`src/rtl/output_stage_ctrl_pkg.sv`:
```
// Shared types and saturation limits for the requantising output-stage sequencer.
package output_stage_ctrl_pkg;

    typedef enum logic [2:0] {
        IDLE,
        WAIT_ACC,
        FETCH,
        EXEC,
        LAT,
        EMIT,
        DONE
    } osc_state_t;

    localparam int S8_MAX = 127;
    localparam int S8_MIN = -128;

endpackage

```
`src/rtl/output_stage_ctrl.sv`:
```
// Sequences the output stage of one linear layer, one neuron at a time, and streams the results.
// Optional build macro OUTPUT_STAGE_CLAMP_EN: saturate os_long_out instead of truncating os_out.
module output_stage_ctrl
    import output_stage_ctrl_pkg::*;
#(
    parameter int N_NEURONS      = 10,
    parameter int PRECISION      = 8,
    parameter int BIAS_PRECISION = 32,
    parameter int OS_LATENCY     = 1,
    parameter int ADDR_W         = $clog2(N_NEURONS > 1 ? N_NEURONS : 2)
) (
    input  logic                      clk,
    input  logic                      rst_n,
    input  logic                      start,
    input  logic [BIAS_PRECISION-1:0] ai_in,
    input  logic                      acc_valid,
    output logic                      acc_ready,
    input  logic [BIAS_PRECISION-1:0] acc_data,
    output logic [ADDR_W-1:0]         bias_addr,
    input  logic [BIAS_PRECISION-1:0] bias_data,
    output logic                      os_ce,
    output logic [BIAS_PRECISION-1:0] os_ai,
    output logic [BIAS_PRECISION-1:0] os_acc,
    output logic [BIAS_PRECISION-1:0] os_bias,
    input  logic [PRECISION-1:0]      os_out,
`ifdef OUTPUT_STAGE_CLAMP_EN
    input  logic [BIAS_PRECISION-1:0] os_long_out,
`endif
    output logic                      res_valid,
    input  logic                      res_ready,
    output logic [PRECISION-1:0]      res_data,
    output logic                      res_last,
    output logic                      busy,
    output logic                      done
);

    localparam int                 CNT_W    = $clog2(OS_LATENCY > 1 ? OS_LATENCY : 2);
    localparam logic [ADDR_W-1:0]  LAST_IDX = ADDR_W'(N_NEURONS - 1);
    localparam logic [CNT_W-1:0]   LAT_LOAD = CNT_W'(OS_LATENCY - 1);

    osc_state_t           state;
    osc_state_t           state_nxt;
    logic [ADDR_W-1:0]    idx;
    logic [CNT_W-1:0]     lat_cnt;
    logic [PRECISION-1:0] result;

`ifdef OUTPUT_STAGE_CLAMP_EN
    logic signed [BIAS_PRECISION-1:0] long_s;

    assign long_s = os_long_out;

    always_comb begin
        if (long_s > $signed(BIAS_PRECISION'(S8_MAX))) begin
            result = PRECISION'(S8_MAX);
        end else if (long_s < $signed(BIAS_PRECISION'(S8_MIN))) begin
            result = PRECISION'(S8_MIN);
        end else begin
            result = os_long_out[PRECISION-1:0];
        end
    end
`else
    assign result = os_out;
`endif

    always_ff @(posedge clk or negedge rst_n) begin
        if (!rst_n) begin
            state <= IDLE;
        end else begin
            state <= state_nxt;
        end
    end

    always_comb begin
        state_nxt = state;
        acc_ready = 1'b0;
        os_ce     = 1'b0;
        res_valid = 1'b0;
        res_last  = 1'b0;
        done      = 1'b0;
        busy      = (state != IDLE);
        bias_addr = idx;
        case (state)
            IDLE: begin
                if (start) state_nxt = WAIT_ACC;
            end
            WAIT_ACC: begin
                acc_ready = 1'b1;
                if (acc_valid) state_nxt = FETCH;
            end
            FETCH: state_nxt = EXEC;
            EXEC: begin
                os_ce     = 1'b1;
                state_nxt = LAT;
            end
            LAT: begin
                if (lat_cnt == '0) state_nxt = EMIT;
            end
            EMIT: begin
                res_valid = 1'b1;
                res_last  = (idx == LAST_IDX);
                if (res_ready) state_nxt = (idx == LAST_IDX) ? DONE : WAIT_ACC;
            end
            DONE: begin
                done      = 1'b1;
                state_nxt = IDLE;
            end
            default: state_nxt = IDLE;
        endcase
    end

    // Operand registers stay untouched from EXEC through EMIT so the output stage sees a stable word.
    always_ff @(posedge clk or negedge rst_n) begin
        if (!rst_n) begin
            idx      <= '0;
            lat_cnt  <= '0;
            os_ai    <= '0;
            os_acc   <= '0;
            os_bias  <= '0;
            res_data <= '0;
        end else begin
            case (state)
                IDLE: begin
                    if (start) begin
                        os_ai <= ai_in;
                        idx   <= '0;
                    end
                end
                WAIT_ACC: begin
                    if (acc_valid) os_acc <= acc_data;
                end
                FETCH: os_bias <= bias_data;
                EXEC:  lat_cnt <= LAT_LOAD;
                LAT: begin
                    if (lat_cnt == '0) begin
                        res_data <= result;
                    end else begin
                        lat_cnt <= lat_cnt - 1'b1;
                    end
                end
                EMIT: begin
                    if (res_ready && (idx != LAST_IDX)) idx <= idx + 1'b1;
                end
                DONE: idx <= '0;
                default: ;
            endcase
        end
    end

endmodule

```
`config.mk`:
```
export PLATFORM = sky130hd
export DESIGN_NAME = output_stage_ctrl
export DESIGN_NICKNAME = d
export VERILOG_FILES = /design/src/rtl/output_stage_ctrl_pkg.sv /design/src/rtl/output_stage_ctrl.sv
export SDC_FILE = /design/constraint.sdc
export NUM_CORES = 1
export LEC_CHECK = 0
export CORE_UTILIZATION = 36
export DETAILED_ROUTE_END_ITERATION = 7
export PLACE_DENSITY = 0.73
export SLEW_MARGIN = 20
export SYNTH_ARGS = -nofsm -noshare
export SYNTH_HDL_FRONTEND = slang
export SYNTH_SLANG_ARGS = --single-unit
```
`constraint.sdc`:
```
create_clock -name clk -period 1.5 [get_ports clk]
set_input_delay 0.375 -clock clk [delete_from_list [all_inputs] [get_ports clk]]
set_output_delay 0.375 -clock clk [all_outputs]
set_load 0.1 [all_outputs]
```
## After elaboration in Yosys (flattened, before gate mapping)

Cells that the tools add are included.

| storage, ports and cells | value |
|---|---|
| register bits after elaboration | 112 |
| word-level logic and storage cells | 49 |
| bits of input ports | 109 |
| output and inout bits | 114 |

| cells by class | value |
|---|---|
| $add $sub $neg | 2 |
| reduce and logical (&&, ||, !) cells | 10 |
| equal/unequal tests | 13 |
| bitwise operators | 1 |
| muxes and demuxes | 16 |

Operator list:

| cell | number |
|---|---|
| $pmux W3 S6 | 1 |
| $mux W3 | 5 |
| $pmux W4 S3 | 1 |
| $ne A2 B2 Y1 const B | 5 |
| $eq A3 B3 Y1 const B | 3 |
| $mux W4 | 2 |
| $eq A3 B2 Y1 const B | 2 |
| $mux W1 | 6 |
| $reduce_and A2 Y1 | 3 |
| $reduce_bool A3 Y1 | 2 |
| $add A4 B1 Y4 const B | 1 |
| $eq A4 B4 Y1 const B | 1 |
| $ne A4 B4 Y1 const B | 1 |
| $reduce_and A4 Y1 | 1 |
| $eq A3 B1 Y1 const B | 1 |
| $logic_not A3 Y1 | 1 |
| $reduce_and A3 Y1 | 1 |
| $pmux W1 S2 | 1 |
| $reduce_bool A2 Y1 | 1 |
| $logic_and A1 B1 Y1 | 1 |
| $not A1 Y1 | 1 |
| $sub A1 B1 Y1 const B | 1 |

## Depth between registers and ports, before layout

| depth | value |
|---|---|
| word-level depth | 4 |
| depth in mapped cells | 5 |
| gate-level depth less buffers | 5 |

## Least setup slack after synthesis

Ideal clock, no wire load.

| timing | value |
|---|---|
| kind | flip-flop to output port |
| start point | reg idx[0] (netlist: bias_addr[0]) |
| end point | out res_last |
| slack | -1080 ps |
| required time | 1125 ps |
| stages on the path, launching flop included | 4 |
| buffers on the path | 0 |
| data arrival time | 2205 ps |
| path through | dfrtp_1 > ha_1 > and3b_1 > and3_1 |

| on the way | value |
|---|---|
| longest elaborated chain between the ends | 2 |

RTL lines:

| item | RTL line | text |
|---|---|---|
| from (decl) | output_stage_ctrl.sv:43 | `logic [ADDR_W-1:0] idx;` |
| from (signal assigned) | output_stage_ctrl.sv:141 | `if (res_ready && (idx != LAST_IDX)) idx <= idx + 1'b1;` |
| $eq A4 B4 Y1 | output_stage_ctrl.sv:100 | `res_last = (idx == LAST_IDX);` |
| $mux W1 | output_stage_ctrl.sv:82 | `case (state)` |
| to (decl) | output_stage_ctrl.sv:32 | `output logic res_last,` |

Every way passes these cells.

## Worst setup path after layout

| timing | value |
|---|---|
| start point | reg idx[1] (netlist: bias_addr[1]) |
| end point | out res_last |

Same word-level chain as after synthesis.

==> key figures <==
Floorplan
  • Die Wd: 114 microns
  • Num rows: 40
  • Core ar.: 12100 sq um
  • Die area: 13000 sq um
  • Die Y: 114 microns
  • Initial core utilization: 37.2%
  • I/O Pins: 223

STA
  • Worst relative slew slack: 79.9%
  • Actual slew at the worst max-slew pin: 0.302 ns
  • Unrepaired setup endpoints after global routing: true
  • Fin crit share: 130%
  • Clock Skew: 0.00573 ns
  • Fin crit period: 1.96 ns
  • Final hold viol count: 0
  • Final worst-path setup slack: -0.455 ns
  • Slew Viols, Final: 0
  • # setup viols final: 116
  • Worst hold-check slack: 0.465 ns
  • Peak Freq: 511 MHz

Final layout
  • Share of cells above drive strength 1: 57.7%
  • Diode count: 0
  • Area grow syn2layout: 108%
  • # fillers: 694
  • Nets: 657

Global routing
  • Total track usage: 21.4%
  • First-pass GRT wire length: 20900 microns
  • Vias in the first global route: 3697
  • Grt total ovfl: 0
  • Initial antenna violation count: 0
  • Largest net degree at the start of global routing: 48

Synthesis
  • Post-synthesis cell area: 4500 sq um
  • Top cell type by total area after synthesis: dfrtp_1
  • Top area cells in the synthesized netlist: dfrtp_1 (62%), mux2_2 (18%), mux2_4 (10%), buf_6 (1.8%), mux2_1 (1.0%)
  • Post-Synthesis Cells: 269
  • Syn nets: 380
  • Synth top area share: 61.7%
  • Synth cell types: 35
  • Ys Warns: 0
  • Count leader, synth: dfrtp_1
  • Sequential element share of the synthesized area: 61.7%
  • Post-synth top flop: dfrtp_1
  • #FFs+latches synth: 111
  • Post-synth top cells: dfrtp_1 (111), mux2_2 (70), mux2_4 (30), buf_6 (7)
  • FFs w/ async S/R, synth: 100%
  • Syn avg cell area: 16.7 sq um
  • Post-synth EDFFs: 0

Worst setup path
  • Req. time, crit path: 1.12 ns
  • Critical Path End Type: output port
  • Crit Path Category: reg2out
  • CP max FO: 2
  • Critical Path Start Type: flop
  • Worst path arrival time: 1.58 ns

Routing
  • Routed WL: 14100 microns
  • WL per Instance: 19.6 microns
  • First-pass DRT Iterations: 4
  • Vias per cell: 4.65
  • # DRC: 0
  • ANT nets after route: 0
  • Starting DRT DRC Count: 106
  • Total vias in the final route: 3343

Clocking
  • Reg clk slew, reported paths: 0.07 ns
  • TritonCTS Buffers: 9
  • CTS Root Cell: clkbuf_16
  • Sink Count: 111
  • H-tree Lvls: 3
  • Clk_lat worst skew: 0.35 ns
  • Max clock buf depth: 2
  • CTS tree: yes

Run status
  • Violated checks: setup timing
  • Status: complete, but fails checks

Placed design
  • Routability cong.: 0.733
  • Buffers on Ports: 222
  • Dpl hpwl: 9280 microns

Min path
  • HP Class: in2async

Job
  • Max_cap viols: 0
-- cell families after synthesis --
family	synth area share, %
AOI/OAI and AO/OA	1.72
adders and majority gates	0.556
buffers and inverters	2.78
DFF	61.7
muxes	29.0
and+or+nand+nor	4.31
-- worst max-delay path: stages (launching register included) --
cell and delay, ns:
dfrtp_4 0.49, inv_4 0.07, ha_4 0.12, and3b_1 0.18
and3_4 0.20, buf_12 0.17
-- layout make-up --
cell class | count | area, sq um | share of cell area [%]
Tap cell | 168 | 210 | 2.25
Timing Repair Buffer | 279 | 4090 | 43.7
Multi-Input combinational cell | 143 | 1940 | 20.8
Inverter | 2 | 10.0 | 0.107
Clock buffer | 9 | 225 | 2.41
Sequential cell | 111 | 2790 | 29.9
Clock inverter | 7 | 80.1 | 0.857
-- cell usage in the layout (no fill, tap or decap), drive strengths merged, types with 2 or more instances in the layout --
| cell | Yosys | routed |
|---|---|---|
| nor3b | 2 | 2 |
| and3b | 2 | 2 |
| nand3 | 2 | 2 |
| nand3b | 2 | 2 |
| nand2 | 4 | 4 |
| o21ai | 4 | 4 |
| a211o | 2 | 2 |
| clkbuf | 1 | 12 |
| mux2 | 104 | 104 |
| o22ai | 2 | 2 |
| nor2 | 3 | 3 |
| buf | 12 | 168 |
| mux2i | 2 | 2 |
| clkinv | 0 | 3 |
| inv | 2 | 4 |
| dfrtp | 111 | 111 |
| ha | 2 | 2 |
| clkdlybuf4s50 | 0 | 107 |
-- registers in the layout, indices dropped and copies added, names as in the netlist --
register	count
state	3
os_bias	32
os_acc	32
os_ai	32
bias_addr	4
res_data	8
-- through the flow --
stage / util (%) / cell area, sq um / TNS (ns) / cells / worst slack, ns
after floorplan: - / 4570 / -3.46 / 269 / -0.266
final: 77.2 / 9350 / -16.55 / 719 / -0.455
after global routing: 77.2 / 9350 / -22.88 / 719 / -0.512
after global placement: 68.5 / 8290 / -20.57 / 673 / -0.369
after detailed placement: 68.5 / 8290 / -21.59 / 673 / -0.373
after CTS: 75.7 / 9170 / -15.00 / 714 / -0.473
-- worst paths after layout --
kind                              start          end  slack, ns  cells after the start
hold / removal                    rst_n   os_acc[20]       0.46                      2
setup reg to reg               state[0]   os_acc[27]      -0.22                      6
max in group asynchronous         rst_n  os_bias[18]       0.49                      3
min in group clk             os_acc[10]   os_acc[10]       0.58                      1
setup / recovery           bias_addr[1]     res_last      -0.46                      5
hold reg to reg              os_acc[10]   os_acc[10]       0.58                      1
-- metal layers --
metal,vias to the layer above,GRT usage (%),wire [microns]
met5,-,0,0
met4,0,8.40,222
met3,16,4.84,780
met2,129,37.4,7420
met1,1689,25.7,5690
li1,1509,-,-
-- what timing repair did --
item                       CTS  global route
hold buffers                 1             0
setup endpoints to repair   83           116
hold endpoints to repair    18             0
setup buffers               18            11
pin swaps                   12             6
resized for setup           78            44
gates cloned                 6             3
Power is left out: the tool's default activity adds up to more than one toggle a clock period on the data nets, which glitch-free logic cannot reach.
